===== src/rtl/adder_fifo_regs.sv =====
// Operand FIFO -> pipelined adder -> result FIFO register slave behind the CL AXI-lite decode.
// Optional macro ADDER_FIFO_SATURATE_EN: clamp sums to OPW bits and report sticky SAT in STATUS[24].
module adder_fifo_regs #(
    parameter int unsigned OPW          = 4,
    parameter int unsigned DEPTH        = 8,
    parameter int unsigned ADD_LAT      = 1,
    parameter logic [31:0] OPERAND_ADDR = 32'h600,
    parameter logic [31:0] RESULT_ADDR  = 32'h604,
    parameter logic [31:0] STATUS_ADDR  = 32'h608,
    parameter logic [31:0] CTRL_ADDR    = 32'h60C,
    parameter logic [31:0] UNIMPL_VAL   = 32'hDEAD_BEEF
) (
    input  logic        clk_main_a0,
    input  logic        rst_main_n_sync,
    input  logic [31:0] wr_addr,
    input  logic        wready,
    input  logic [31:0] wdata,
    input  logic        arvalid_q,
    input  logic [31:0] araddr_q,
    input  logic        rready,
    output logic        rvalid,
    output logic [31:0] rdata,
    output logic [1:0]  rresp,
    output logic        result_avail
);

    localparam int unsigned PW = (DEPTH > 1) ? $clog2(DEPTH) : 1;
    localparam int unsigned CW = PW + 1;
    localparam int unsigned SW = OPW + 1;
    localparam int unsigned IW = 3;
    localparam logic [31:0] UDF_VAL = 32'hDEAD_0000;
    localparam logic [1:0]  RESP_OKAY = 2'd0;
    localparam logic [1:0]  RESP_SLVERR = 2'd2;

    logic [2*OPW-1:0] op_mem [DEPTH];
    logic [PW-1:0]    op_wr;
    logic [PW-1:0]    op_rd;
    logic [CW-1:0]    op_count;

    logic [SW-1:0]    res_mem [DEPTH];
    logic [PW-1:0]    res_wr;
    logic [PW-1:0]    res_rd;
    logic [CW-1:0]    res_count;

    logic [ADD_LAT-1:0] pipe_vld;
    logic [SW-1:0]      pipe_sum [ADD_LAT];

    logic op_ovf;
    logic res_udf;
    logic sat;

    logic          wr_op_c;
    logic          wr_ctrl_c;
    logic          flush_c;
    logic          clr_c;
    logic          op_full_c;
    logic          issue_c;
    logic          op_push_c;
    logic          op_drop_c;
    logic          rd_accept_c;
    logic          res_pop_c;
    logic          res_udf_c;
    logic          res_push_c;
    logic          sat_hit_c;
    logic [IW-1:0] inflight_c;
    logic [CW-1:0] res_count_n_c;
    logic [OPW-1:0] op_a_c;
    logic [OPW-1:0] op_b_c;
    logic [SW-1:0] sum_full_c;
    logic [SW-1:0] sum_c;
    logic [31:0]   status_c;
    logic [31:0]   rd_data_c;
    logic [1:0]    rd_resp_c;
    logic          unused_wdata;

    assign unused_wdata = ^wdata;

    // Pipeline occupancy, used both for credit and STATUS.
    always_comb begin
        inflight_c = '0;
        for (int i = 0; i < ADD_LAT; i++) begin
            inflight_c = inflight_c + IW'(pipe_vld[i]);
        end
    end

    // Write decode, issue credit and FIFO control.
    always_comb begin
        wr_op_c     = wready && (wr_addr == OPERAND_ADDR);
        wr_ctrl_c   = wready && (wr_addr == CTRL_ADDR);
        flush_c     = wr_ctrl_c && wdata[0];
        clr_c       = wr_ctrl_c && wdata[1];
        op_full_c   = (op_count == CW'(DEPTH));
        issue_c     = (op_count != '0) &&
                      ((32'(res_count) + 32'(inflight_c)) < 32'(DEPTH));
        // A same-cycle issue frees a slot, so a push into a full FIFO still lands.
        op_push_c   = wr_op_c && (!op_full_c || issue_c);
        op_drop_c   = wr_op_c && op_full_c && !issue_c;
        rd_accept_c = arvalid_q && !rvalid;
        res_pop_c   = rd_accept_c && (araddr_q == RESULT_ADDR) && (res_count != '0);
        res_udf_c   = rd_accept_c && (araddr_q == RESULT_ADDR) && (res_count == '0);
        res_push_c  = pipe_vld[ADD_LAT-1];
        res_count_n_c = res_count + CW'(res_push_c) - CW'(res_pop_c);
    end

    // Adder stage input.
    always_comb begin
        op_a_c     = op_mem[op_rd][OPW-1:0];
        op_b_c     = op_mem[op_rd][2*OPW-1:OPW];
        sum_full_c = SW'(op_a_c) + SW'(op_b_c);
`ifdef ADDER_FIFO_SATURATE_EN
        sat_hit_c  = issue_c && sum_full_c[OPW];
        sum_c      = sum_full_c[OPW] ? SW'({OPW{1'b1}}) : sum_full_c;
`else
        sat_hit_c  = 1'b0;
        sum_c      = sum_full_c;
`endif
    end

    // STATUS word and read-data mux, sampled at acceptance.
    always_comb begin
        status_c        = '0;
        status_c[7:0]   = 8'(op_count);
        status_c[15:8]  = 8'(res_count);
        status_c[16]    = op_full_c;
        status_c[17]    = (res_count == '0);
        status_c[18]    = op_ovf;
        status_c[19]    = res_udf;
        status_c[23:20] = 4'(inflight_c);
        status_c[24]    = sat;

        rd_data_c = UNIMPL_VAL;
        rd_resp_c = RESP_OKAY;
        if (araddr_q == RESULT_ADDR) begin
            if (res_count != '0) begin
                rd_data_c = 32'(res_mem[res_rd]);
            end else begin
                rd_data_c = UDF_VAL;
                rd_resp_c = RESP_SLVERR;
            end
        end else if (araddr_q == STATUS_ADDR) begin
            rd_data_c = status_c;
        end
    end

    // FIFO storage and adder data path carry no reset.
    always_ff @(posedge clk_main_a0) begin
        if (op_push_c) begin
            op_mem[op_wr] <= wdata[2*OPW-1:0];
        end
        if (res_push_c) begin
            res_mem[res_wr] <= pipe_sum[ADD_LAT-1];
        end
        pipe_sum[0] <= sum_c;
        for (int i = 1; i < ADD_LAT; i++) begin
            pipe_sum[i] <= pipe_sum[i-1];
        end
    end

    // Operand FIFO pointers.
    always_ff @(posedge clk_main_a0 or negedge rst_main_n_sync) begin
        if (!rst_main_n_sync) begin
            op_wr    <= '0;
            op_rd    <= '0;
            op_count <= '0;
        end else if (flush_c) begin
            op_wr    <= '0;
            op_rd    <= '0;
            op_count <= '0;
        end else begin
            if (op_push_c) begin
                op_wr <= op_wr + PW'(1);
            end
            if (issue_c) begin
                op_rd <= op_rd + PW'(1);
            end
            op_count <= op_count + CW'(op_push_c) - CW'(issue_c);
        end
    end

    // Adder valid pipeline; a flush kills everything in flight.
    always_ff @(posedge clk_main_a0 or negedge rst_main_n_sync) begin
        if (!rst_main_n_sync) begin
            pipe_vld <= '0;
        end else begin
            pipe_vld[0] <= issue_c && !flush_c;
            for (int i = 1; i < ADD_LAT; i++) begin
                pipe_vld[i] <= pipe_vld[i-1] && !flush_c;
            end
        end
    end

    // Result FIFO pointers and registered non-empty flag.
    always_ff @(posedge clk_main_a0 or negedge rst_main_n_sync) begin
        if (!rst_main_n_sync) begin
            res_wr       <= '0;
            res_rd       <= '0;
            res_count    <= '0;
            result_avail <= 1'b0;
        end else if (flush_c) begin
            res_wr       <= '0;
            res_rd       <= '0;
            res_count    <= '0;
            result_avail <= 1'b0;
        end else begin
            if (res_push_c) begin
                res_wr <= res_wr + PW'(1);
            end
            if (res_pop_c) begin
                res_rd <= res_rd + PW'(1);
            end
            res_count    <= res_count_n_c;
            result_avail <= (res_count_n_c != '0);
        end
    end

    // Sticky error bits; a new event beats a same-cycle CLR.
    always_ff @(posedge clk_main_a0 or negedge rst_main_n_sync) begin
        if (!rst_main_n_sync) begin
            op_ovf  <= 1'b0;
            res_udf <= 1'b0;
            sat     <= 1'b0;
        end else begin
            op_ovf  <= op_drop_c || (op_ovf && !clr_c);
            res_udf <= res_udf_c || (res_udf && !clr_c);
            sat     <= sat_hit_c || (sat && !clr_c);
        end
    end

    // Read response channel.
    always_ff @(posedge clk_main_a0 or negedge rst_main_n_sync) begin
        if (!rst_main_n_sync) begin
            rvalid <= 1'b0;
            rdata  <= '0;
            rresp  <= '0;
        end else if (rd_accept_c) begin
            rvalid <= 1'b1;
            rdata  <= rd_data_c;
            rresp  <= rd_resp_c;
        end else if (rvalid && rready) begin
            rvalid <= 1'b0;
            rdata  <= '0;
            rresp  <= '0;
        end
    end

endmodule


===== config.mk =====
export PLATFORM = sky130hd
export DESIGN_NAME = adder_fifo_regs
export DESIGN_NICKNAME = d
export VERILOG_FILES = /design/src/rtl/adder_fifo_regs.sv
export SDC_FILE = /design/constraint.sdc
export NUM_CORES = 1
export LEC_CHECK = 0
export CORE_MARGIN = 2
export CORE_UTILIZATION = 45
export CTS_CLUSTER_DIAMETER = 100
export DETAILED_ROUTE_END_ITERATION = 8
export HOLD_SLACK_MARGIN = 0.02
export PLACE_DENSITY_LB_ADDON = 0.12
export SYNTH_ARGS = -nofsm -noshare
export SYNTH_HDL_FRONTEND = slang
export SYNTH_SLANG_ARGS = --single-unit

===== constraint.sdc =====
create_clock -name clk_main_a0 -period 7.4 [get_ports clk_main_a0]
set_clock_uncertainty 0.15 [all_clocks]
set_input_delay 1.48 -clock clk_main_a0 [delete_from_list [all_inputs] [get_ports clk_main_a0]]
set_output_delay 1.48 -clock clk_main_a0 [all_outputs]
set_load 0.01 [all_outputs]

==> impl_metrics.tcl <==
set metrics [dict create \
    path_class "in2reg" \
    synth-edff-count 104 \
    worst_setup_path_end_kind "flop" \
    grt_max_degree 45 \
    worstSetupStartpointType "primary input" \
    setup_slack_ps 3230 \
    fp-row-count 44 \
    r2r_slack_ps 4350 \
    htree_levels 4 \
    cpPeakStageDelay_ps 560 \
    path_clk_slew_ps 60 \
    maxSlewHeadroom_pct 26.6 \
    port_buffers 108 \
    synth_seq_area_share_pct 63.4 \
    routed_wl_mm 13.1 \
    holdBufCountCts 0 \
    preCtsSetupSlack_ps 2810 \
    status "finished, final reports clean" \
    rsz0062_at_grt "no" \
    wl_per_cell_um 17.6 \
    design.core.area_um2 14600 \
    cts_buffer_depth 2 \
    power_leakage_nw 3.17 \
    drt_iter0_markers 163 \
    fin_tns_setup_ps 0 \
    start_util_pct 46.6 \
    vdd_drop_max_mv 0.159 \
    grt_overflow_total 0 \
    async_flop_share_pct 28.8 \
    route.detailed.drc 0 \
    hp-class "reg2reg" \
    fmax_ghz 0.240 \
    crit_family "simple AND/OR/NAND/NOR gates" \
    cpMaxStageDelayCell "nor4b_4" \
    fp.dieW_um 127 \
    grt_pass1_vias 4143 \
    period_share_pct 56.3 \
    worst_slew_pin_slew_ps 1100 \
    dpl.hpwl_mm 9.18 \
    area_growth_pct 26.3 \
    synth_cell_types 56 \
    cts_buffers 17 \
    final_hold_viol_count 0 \
    track_usage_pct 17.7 \
    clkLatencyLatePin_ps 420 \
    ys_warn_count 0 \
    ys_top_cells_by_area "edfxtp_1 (46%), dfrtp_1 (16%), mux4_2 (8.6%), ha_1 (3.9%), buf_4 (1.8%)" \
    routabilityCongestion 0.711 \
    multi_input_area_um2 2250 \
    num_vias 3963 \
    area.sequential_um2 4320 \
    period_needed_ps 4170 \
    nets 675 \
    worst-path-max-fanout 5 \
    worstPathRequired_ps 7510 \
    layout_commonest_cell "clkdlybuf4s50_1" \
    drive_gt1_share_pct 17.1 \
    r2r-start "op_rd[0]" \
    cts_sinks 153 \
    antenna_found_initial 0 \
    die_area_um2 16200 \
    yosys.area.top_type "edfxtp_1" \
    nFillCells 1139 \
    maxSlewViolCount 0 \
    antenna_cells 0 \
    grt_first_pass_wirelength_mm 21.7 \
    worst-path-buf-inv 2 \
    synth_area_um2 6820 \
    syn_inst 444 \
    startpoint "araddr_q[23]" \
    routed_via_density 5.31 \
    most-common-layout-cells "clkdlybuf4s50_1 (107), edfxtp_1 (104), dfrtp_1 (44), mux4_2 (26), nor2_1 (25)" \
    io_pins 137 \
    critPathMostFrequentCell "ha_1" \
    cts_setup_buffers 0 \
    yosysTopAreaCellShare_pct 45.8 \
    tritoncts "done" \
    cts-resized-gates 0 \
    p_per_area_nw_per_um2 229 \
    syn_avg_cell_area_um2 15.4 \
    critPathArrivalTime_ps 4280 \
    final_antenna_net_count 0 \
    synth-seq-cells 153 \
    maxCapViolCount 0 \
    drtPass1Iterations 4 \
    root_buffer "clkbuf_16" \
    die_h_um 127 \
    synth_flop_cell "edfxtp_1" \
    min-delay-start "rresp[1]" \
    cp_cell_sequence "clkdlybuf4s50_1 -> nor4_1 -> nand4_1 -> nor4b_4 -> ha_1 -> inv_1 -> ha_1 -> fa_1 -> nor2_1 -> a31oi_1" \
    setup_viol 0 \
]
==> worst reg2reg max path, delay by kind of cell, from the launching register on <==
kind | cells | cell delay [ps]
AOI/OAI and AO/OA | 2 | 360
adders and majority gates | 1 | 280
DFF | 1 | 1070
xor gates and xnor gates | 1 | 130
buffers and inverters | 1 | 80
muxes | 2 | 910
==> cells in the mapped netlist, types with 3 or more instances <==
library cell,n
nor3_1,5
a21o_1,5
nor4_1,13
nand2b_1,6
nand4_1,7
nand2_1,20
a22o_1,4
dfxtp_1,5
inv_1,18
fa_1,3
buf_4,16
nand3_1,4
buf_1,3
o21bai_2,4
edfxtp_1,104
o21ai_0,9
nor2b_1,8
o211ai_1,4
buf_2,3
mux2i_1,9
nor2_1,25
a21oi_1,16
ha_1,21
xnor2_1,9
mux4_2,26
nor4_2,5
mux2_2,7
clkbuf_1,7
dfrtp_1,44
==> cell families (layout without fill, tap and decap cells) <==
family	count (synthesis)	count (layout)	share of synthesized area [%]
other	1	4	0.0550
muxes	42	42	11.1
and+or+nand+nor	112	112	10.3
adders and majority gates	24	24	4.73
AOI/OAI and AO/OA	52	52	5.18
xor gates and xnor gates	11	11	1.41
DFF	153	153	63.4
buffers and inverters	49	165	3.85
==> final cells by class <==
type | instances | area share (%)
clock buffer | 17 | 4.94
clock inverter | 15 | 2.12
inverter | 18 | 0.785
multi-input combinational | 245 | 26.2
sequential | 153 | 50.2
tap | 184 | 2.67
timing repair buffer | 115 | 13.1
==> through the flow <==
stage	utilization, %	power (mW)	hold slack [ps]	instance area (µm²)	instances
final	58.8	1.97	330	8610	747
after global routing	58.8	2.04	362	8610	747
after CTS	58.8	1.99	335	8610	747
after detailed placement	54.6	1.11	319	8000	715
after global placement	54.6	1.11	313	8000	715
after floorplan	-	1.02	304	6830	447
==> layer usage <==
metal / up-vias / track usage (%) / routed length, µm
li1: 1888 / - / -
met5: - / 0 / 0
met2: 101 / 30.1 / 6690
met3: 14 / 4.98 / 594
met1: 1960 / 22.4 / 5740
met4: 0 / 4.91 / 122
==> worst paths after layout <==
check                                  to  cells after the start
max                          result_avail                     10
min                              rresp[1]                      2
max reg2reg                pipe_sum[0][3]                      7
min reg2reg                      rresp[1]                      2
max in group asynchronous       res_rd[2]                      1
min in group asynchronous        op_rd[1]                      1
==> power breakdown <==
part,total [mW],internal (mW),leakage [nW],switching [mW]
clock,0.879,0.510,0.288,0.369
combinational,0.156,0.0968,1.39,0.0595
sequential,0.938,0.926,1.50,0.0117
==> state kept, by name (all words and copies together) (netlist names), 3 cells and up <==
signal,cells
op_count,4
op_mem,64
op_wr,3
res_count,4
op_rd,3
res_mem,40
res_rd,3
pipe_sum,5
rdata,17
res_wr,3
Power figures use the tool's default switching activity.
